### src/rtl/io_uart_tx_mmio_if.sv
// io_uart_tx_mmio_if: CPU store-to-I/O bus (word address, data, byte enables).
interface io_uart_tx_mmio_if;
    logic [11:2] st_adr_io;
    logic [31:0] st_data_io;
    logic [3:0]  st_we_io;
    modport master (output st_adr_io, st_data_io, st_we_io);
    modport slave  (input  st_adr_io, st_data_io, st_we_io);
endinterface

### src/rtl/io_uart_tx_mmio.sv
// io_uart_tx_mmio: MMIO LED register plus TX FIFO feeding an 8N1 UART serialiser.
// Define IO_UART_TX_FIFO_EN for a FIFO_DEPTH-entry FIFO; otherwise a single holding register is used.
module io_uart_tx_mmio #(
    parameter int CLK_DIV    = 434,
    parameter int FIFO_DEPTH = 16
) (
    input  logic                    clk,
    input  logic                    rst,
    io_uart_tx_mmio_if.slave        st,
    input  logic                    ovf_clr,
    output logic                    uart_tx,
    output logic [2:0]              led,
    output logic                    tx_busy,
    output logic                    tx_full,
    output logic                    tx_overflow
);
    localparam int CW = $clog2(CLK_DIV);
    localparam logic [CW-1:0] BAUD_LOAD = CW'(CLK_DIV - 1);

    typedef enum logic [1:0] {IDLE, START, DATA, STOP} state_t;

    state_t        state_q, state_d;
    logic [CW-1:0] baud_q, baud_d;
    logic [2:0]    bit_q, bit_d;
    logic [7:0]    shift_q, shift_d;
    logic          tx_q, tx_d;
    logic [2:0]    led_q, led_d;
    logic          ovf_q, ovf_d;
    logic          wr_tx, wr_led, push, pop, empty, baud_last;
    logic [7:0]    rd_data;
    logic          unused_bits;

    assign wr_tx       = st.st_we_io[0] && st.st_adr_io == 10'h3FE;
    assign wr_led      = st.st_we_io[0] && st.st_adr_io == 10'h3FC;
    assign push        = wr_tx && !tx_full;
    assign unused_bits = ^{st.st_data_io[31:8], st.st_we_io[3:1]};

`ifdef IO_UART_TX_FIFO_EN
    localparam int AW = $clog2(FIFO_DEPTH);

    logic [7:0]    mem [FIFO_DEPTH];
    logic [AW-1:0] wp_q, wp_d, rp_q, rp_d;
    logic [AW:0]   fill_q, fill_d;

    always_comb begin
        wp_d   = push ? wp_q + 1'b1 : wp_q;
        rp_d   = pop ? rp_q + 1'b1 : rp_q;
        fill_d = fill_q + {{AW{1'b0}}, push} - {{AW{1'b0}}, pop};
    end

    assign empty   = fill_q == '0;
    assign tx_full = fill_q == (AW+1)'(FIFO_DEPTH);
    assign rd_data = mem[rp_q];

    always_ff @(posedge clk or posedge rst) begin
        if (rst) begin
            wp_q   <= '0;
            rp_q   <= '0;
            fill_q <= '0;
        end else begin
            wp_q   <= wp_d;
            rp_q   <= rp_d;
            fill_q <= fill_d;
        end
    end

    // Storage needs no reset: the pointers define which entries are live.
    always_ff @(posedge clk) begin
        if (push) mem[wp_q] <= st.st_data_io[7:0];
    end
`else
    logic [7:0] hold_q, hold_d;
    logic       hold_vld_q, hold_vld_d;

    always_comb begin
        hold_d     = push ? st.st_data_io[7:0] : hold_q;
        hold_vld_d = push || (hold_vld_q && !pop);
    end

    assign empty   = !hold_vld_q;
    assign tx_full = hold_vld_q;
    assign rd_data = hold_q;

    always_ff @(posedge clk or posedge rst) begin
        if (rst) begin
            hold_q     <= '0;
            hold_vld_q <= 1'b0;
        end else begin
            hold_q     <= hold_d;
            hold_vld_q <= hold_vld_d;
        end
    end
`endif

    assign baud_last = baud_q == '0;
    // A pop at the end of a stop bit chains the next frame with no idle gap.
    assign pop       = !empty && (state_q == IDLE || (state_q == STOP && baud_last));

    always_comb begin
        state_d = state_q;
        baud_d  = baud_last ? BAUD_LOAD : baud_q - 1'b1;
        bit_d   = bit_q;
        shift_d = shift_q;
        unique case (state_q)
            IDLE: begin
                baud_d = BAUD_LOAD;
                if (pop) begin
                    state_d = START;
                    shift_d = rd_data;
                end
            end
            START: begin
                if (baud_last) begin
                    state_d = DATA;
                    bit_d   = 3'd0;
                end
            end
            DATA: begin
                if (baud_last) begin
                    shift_d = shift_q >> 1;
                    bit_d   = bit_q + 3'd1;
                    if (bit_q == 3'd7) state_d = STOP;
                end
            end
            STOP: begin
                if (baud_last) begin
                    state_d = pop ? START : IDLE;
                    if (pop) shift_d = rd_data;
                end
            end
        endcase
        tx_d  = state_d == START ? 1'b0 : state_d == DATA ? shift_d[0] : 1'b1;
        led_d = wr_led ? st.st_data_io[2:0] : led_q;
        ovf_d = (wr_tx && tx_full) ? 1'b1 : ovf_clr ? 1'b0 : ovf_q;
    end

    always_ff @(posedge clk or posedge rst) begin
        if (rst) begin
            state_q <= IDLE;
            baud_q  <= BAUD_LOAD;
            bit_q   <= '0;
            shift_q <= '0;
            tx_q    <= 1'b1;
            led_q   <= '0;
            ovf_q   <= 1'b0;
        end else begin
            state_q <= state_d;
            baud_q  <= baud_d;
            bit_q   <= bit_d;
            shift_q <= shift_d;
            tx_q    <= tx_d;
            led_q   <= led_d;
            ovf_q   <= ovf_d;
        end
    end

    assign uart_tx     = tx_q;
    assign led         = led_q;
    assign tx_overflow = ovf_q;
    assign tx_busy     = !empty || state_q != IDLE;
endmodule

### src/flat_wrapper.sv
// flat-port wrapper written by rule: the top's interface ports become plain ports
module io_uart_tx_mmio_flat 
#(
    parameter int CLK_DIV    = 434,
    parameter int FIFO_DEPTH = 16
)
  (clk, rst, ovf_clr, uart_tx, led, tx_busy, tx_full, tx_overflow, st_st_adr_io, st_st_data_io, st_st_we_io);
  io_uart_tx_mmio_if st_i ();
  input  logic clk;
  input  logic rst;
  input  logic ovf_clr;
  output logic uart_tx;
  output logic [2:0] led;
  output logic tx_busy;
  output logic tx_full;
  output logic tx_overflow;
  input wire logic [$bits(st_i.st_adr_io)-1:0] st_st_adr_io;
  input wire logic [$bits(st_i.st_data_io)-1:0] st_st_data_io;
  input wire logic [$bits(st_i.st_we_io)-1:0] st_st_we_io;
  assign st_i.st_adr_io = st_st_adr_io;
  assign st_i.st_data_io = st_st_data_io;
  assign st_i.st_we_io = st_st_we_io;
  io_uart_tx_mmio #(.CLK_DIV(CLK_DIV), .FIFO_DEPTH(FIFO_DEPTH)) u_core (.clk(clk), .rst(rst), .st(st_i), .ovf_clr(ovf_clr), .uart_tx(uart_tx), .led(led), .tx_busy(tx_busy), .tx_full(tx_full), .tx_overflow(tx_overflow));
endmodule
### config.mk
export PLATFORM = sky130hd
export DESIGN_NAME = io_uart_tx_mmio_flat
export DESIGN_NICKNAME = d
export VERILOG_FILES = /design/src/rtl/io_uart_tx_mmio_if.sv /design/src/rtl/io_uart_tx_mmio.sv /design/src/flat_wrapper.sv
export SDC_FILE = /design/constraint.sdc
export NUM_CORES = 1
export LEC_CHECK = 0
export CORE_MARGIN = 3
export CORE_UTILIZATION = 42
export CTS_CLUSTER_SIZE = 12
export DETAILED_ROUTE_END_ITERATION = 8
export PLACE_DENSITY = 0.77
export SYNTH_ARGS = -nofsm -noshare
export SYNTH_HDL_FRONTEND = slang
export SYNTH_SLANG_ARGS = --single-unit
### constraint.sdc
create_clock -name clk -period 1.7 [get_ports clk]
set_input_delay 0.255 -clock clk [delete_from_list [all_inputs] [get_ports clk]]
set_output_delay 0.255 -clock clk [all_outputs]
set_load 0.005 [all_outputs]
Word level (Yosys, flattened, before mapping)
Cells that the tools add are included.

Register bits after elaboration: 36. Logic and storage cells: 63. Output and inout port bits: 7. Input port bits: 49.

$add $sub $neg: 2. Reductions and logical operators: 20. Muxes and demuxes: 20. Eq/ne operators: 11.

Operator list (number): $mux 8 (3); $pmux 8 s3 (1); $eq 10x10->1 const B (2); $mux 9 (2); $mux 2 (5); $logic_not 9->1 (1); $sub 9x1->9 const B (1); $pmux 2 s4 (1); $logic_and 1x1->1 (7); $eq 2x2->1 const B (3); $mux 3 (2); $ne 2x1->1 const B (3); $pmux 3 s2 (1); $reduce_and 3->1 (2); $reduce_bool 2->1 (3); $mux 1 (5); $eq 2x1->1 const B (2); $add 3x1->3 const B (1); $eq 3x3->1 const B (1); $logic_or 1x1->1 (3); $reduce_bool 3->1 (1); $logic_not 1->1 (2); $logic_not 2->1 (1).

Depth between registers and ports, before layout
Word-level depth: 10. Mapped depth: 6.

Worst setup path after synthesis
No wires, ideal clock.

Kind: register to register. Start point: register u_core.baud_q[1]. End point: register u_core.shift_q[1]. Path slack: -0.147 ns. Required time: 1.575 ns. Data arrival time: 1.722 ns. Setup time: 0.125 ns. Path buffers: 0. Cell stages (with the launch flop): 7. Cell sequence: dfrtp_1 -> inv_1 -> ha_1 -> or4b_4 -> nor3_4 -> o21ai_4 -> mux2_4.

Word-level cells in the longest chain between the ends: 7.

Ends and longest elaborated chain: start: declaration (line io_uart_tx_mmio.sv:23) `logic [CW-1:0] baud_q, baud_d;`; start signal: assignment (line io_uart_tx_mmio.sv:148) `baud_q <= baud_d;`; $logic_not 9->1 * (line io_uart_tx_mmio.sv:95) `assign baud_last = baud_q == '0;`; $logic_and 1x1->1 (line io_uart_tx_mmio.sv:97) `assign pop = !empty && (state_q == IDLE || (state_q == STOP && baud_last));`; $logic_or 1x1->1 (line io_uart_tx_mmio.sv:97); $logic_and 1x1->1 (line io_uart_tx_mmio.sv:97); $mux 8 (2 in series); $pmux 8 s3; end signal: assignment (line io_uart_tx_mmio.sv:150) `shift_q <= shift_d;`; end: declaration (line io_uart_tx_mmio.sv:25) `logic [7:0] shift_q, shift_d;`.

Mark *: on every way between the ends. The rest lies on a longest branch, timed or not. The select of a mux whose other input is x is not followed. A chain may end at the register's enable or synchronous reset.

Worst setup path in the final report
Start point: register u_core.baud_q[1]. End point: register u_core.shift_q[2].

The elaborated chain is that of the path after synthesis.

==> results.txt <==
Commonest cells after routing, fill and taps aside = 33 x buf_4, 29 x dfrtp_1, 23 x clkdlybuf4s50_1
Yosys warns = 0
Worst Clk Skew = 0.00749 ns
Placed cell count = 265
CP Data Required Time = 1.88 ns
Static Leak = 1.25 nW
Dpl hpwl = 2890 um
Routability Congestion = 0.814
ANT cells = 0
Post-route clock period utilization = 1.10
Placement row count = 23
Critical path endpoint category = flip-flop
Share of cells above drive strength 1 = 0.459
Min cycle time layout = 1.87 ns
Routed Antenna Nets = 0
Die width = 72.8 um
DR pass1 iterations = 4
Placed Instance Area = 2420 um^2
Clock Latency Late Sink = 0.29 ns
Worst Hold Class = in -> async
Core area = 4140 um^2
Total Routed Length = 4210 um
Fin nets = 281
Root Driver = clkbuf_8
GR Layer Usage met2 = 0.302
Number of I/O port buffers = 28
H-tree depth = 2
Power Density = 952 nW/um^2
DRC viols = 0
Worst setup SP type = flip-flop
Initial antenna violation count = 0
Status = finished, violations left
# Max-Cap Violations = 0
Unique cell type count in the Yosys netlist = 44
Number of global-route vias before repair = 1576
Via density = 5.32
Largest net degree at the start of global routing = 37
Rel. slew slack = 0.670
Util after Layout = 0.650
Gate Count Post-Synth = 161
Die area = 5300 um^2
IO Count = 56
Maximum VDD drop = 0.593 mV
Max FO, Critical Path = 7
Pins Over Slew Limit = 0
Gr usage total = 0.179
Mapped Nets = 214
Fillcell total = 332
Initial core utilization = 0.453
Post-synthesis register bit count = 36
CTS tree = built
Routed wire length per instance = 15.1 um
Clock-pin transition on the worst setup and hold timing paths = 0.07 ns
Chip height = 72.8 um
Highest clock rate = 535 MHz
Routing usage on met3 = 0.0468
Clk sinks = 36
Worst-Margin Slew = 0.494 ns
Via Count = 1485
Cts bufs inserted = 5
GRT busiest layer = met2
Critical path class = reg -> reg
M1 GR Usage = 0.218
Worst setup margin = -0.170 ns
First-pass GRT wire length = 7200 um
CP arrival = 2.05 ns
Total Power = 0.00256 W
Finished Layout Cells = 279
Mapped Area = 1880 um^2
Max Buffers Root-to-Sink = 2
Number of DRC markers in iteration 0 = 89
RSZ-0062 raised after global routing = yes
Remaining global-route overflow = 0
Failing checks = negative setup slack
Setup violations, final = 14
Area grow syn2layout = 43.6%
Final Hold Viols = 0
Setup TNS = -1.77 ns
Final non-filler cell area = 2690 um^2
Avg Inst Size Synth = 11.6 um^2
Post-synthesis sequential area ratio = 0.484
Most common cell after layout, fill and taps aside = buf_4
sequential cells by signal, indices dropped and copies added, names as in the netlist:
register            flops
u_core.led              3
u_core.tx_overflow      1
u_core.baud_q           9
u_core.state_q          2
u_core.hold_q           8
u_core.shift_q          8
u_core.bit_q            3
u_core.uart_tx          1
u_core.tx_full          1
stage by stage:
| stage | hold slack [ns] | worst slack, ns |
|---|---|---|
| after floorplan | 0.351 | -0.0983 |
| after global placement | 0.487 | -0.242 |
| after detailed placement | 0.494 | -0.279 |
| after CTS | 0.389 | -0.175 |
| after global routing | 0.430 | -0.256 |
| final | 0.372 | -0.170 |
power by group:
part	internal, W	total (W)	switching, W
clock	0.000286	0.000615	0.000330
combinational	0.000455	0.000896	0.000441
sequential	0.000974	0.00105	0.0000787
total	0.00171	0.00256	0.000849
cell usage after synthesis (all sizes together):
cell type,instances,share of area
nand3,2,0.0080
a211oi,2,0.0080
nand2,17,0.034
o21bai,2,0.0080
nor2,8,0.020
a221oi,1,0.0047
a311oi,1,0.0047
o31ai,1,0.0040
nor4b,1,0.013
xor2,2,0.0093
or4,2,0.010
ha,4,0.027
xnor2,5,0.023
nand4,1,0.0033
mux2,23,0.15
a21oi,8,0.021
clkbuf,2,0.0040
or4b,1,0.0073
dfstp,6,0.084
o21a,1,0.0040
o32ai,1,0.0047
nor4,4,0.021
inv,6,0.012
nor2b,2,0.0067
nand4b,1,0.0047
nor3b,2,0.0080
dfrtp,30,0.40
o21ai,8,0.027
or3,1,0.0033
buf,3,0.011
or2,2,0.0067
a22o,4,0.019
nand2b,2,0.0067
nor3,3,0.014
a31oi,2,0.0067
critical path, cell delays in order, from the launching register on:
cell	delay (ns)
dfrtp_1	0.39
inv_2	0.08
ha_4	0.12
or4b_4	0.51
nor3_4	0.19
o21ai_4	0.14
mux2_4	0.33
metal layers:
metal	routed length, um	up-vias
met5	0	-
li1	-	715
met4	76	0
met1	1860	730
met2	2140	31
met3	139	9
final timing paths:
check | slack [ns] | from | end | depth (start not counted)
max | -0.17 | u_core.baud_q[1] | u_core.shift_q[2] | 6
min | 0.37 | rst | u_core.baud_q[1] | 3
max reg2reg | -0.17 | u_core.baud_q[1] | u_core.shift_q[2] | 6
min reg2reg | 0.51 | u_core.hold_q[1] | u_core.shift_q[1] | 1
max in group asynchronous | 0.98 | rst | u_core.uart_tx | 3
min in group clk | 0.51 | u_core.hold_q[1] | u_core.shift_q[1] | 1
kinds of logic after synthesis:
family / synth area share
and+or+nand+nor: 0.167
muxes: 0.150
DFF: 0.484
xor gates and xnor gates: 0.0327
adders and majority gates: 0.0267
AOI/OAI and AO/OA: 0.112
buffers and inverters: 0.0274
what timing repair did:
item	4_1_cts	5_1_grt
endpoints found under the setup margin	24	31
buffers inserted	6	2
gates resized for setup	17	22
hold buffers	0	0
endpoints found under the hold margin	0	0
pin swaps	7	10
area by class of cell:
type / instances / area [um^2] / area share
flip-flops and latches: 36 / 910 / 0.338
repair buffers: 65 / 582 / 0.216
well taps: 50 / 62.6 / 0.0232
clock inverters: 3 / 18.8 / 0.00697
multi-input cells: 114 / 1030 / 0.382
clock buffers: 5 / 68.8 / 0.0255
inverters: 6 / 22.5 / 0.00836
Note: power is estimated with default switching activity, not from simulation.
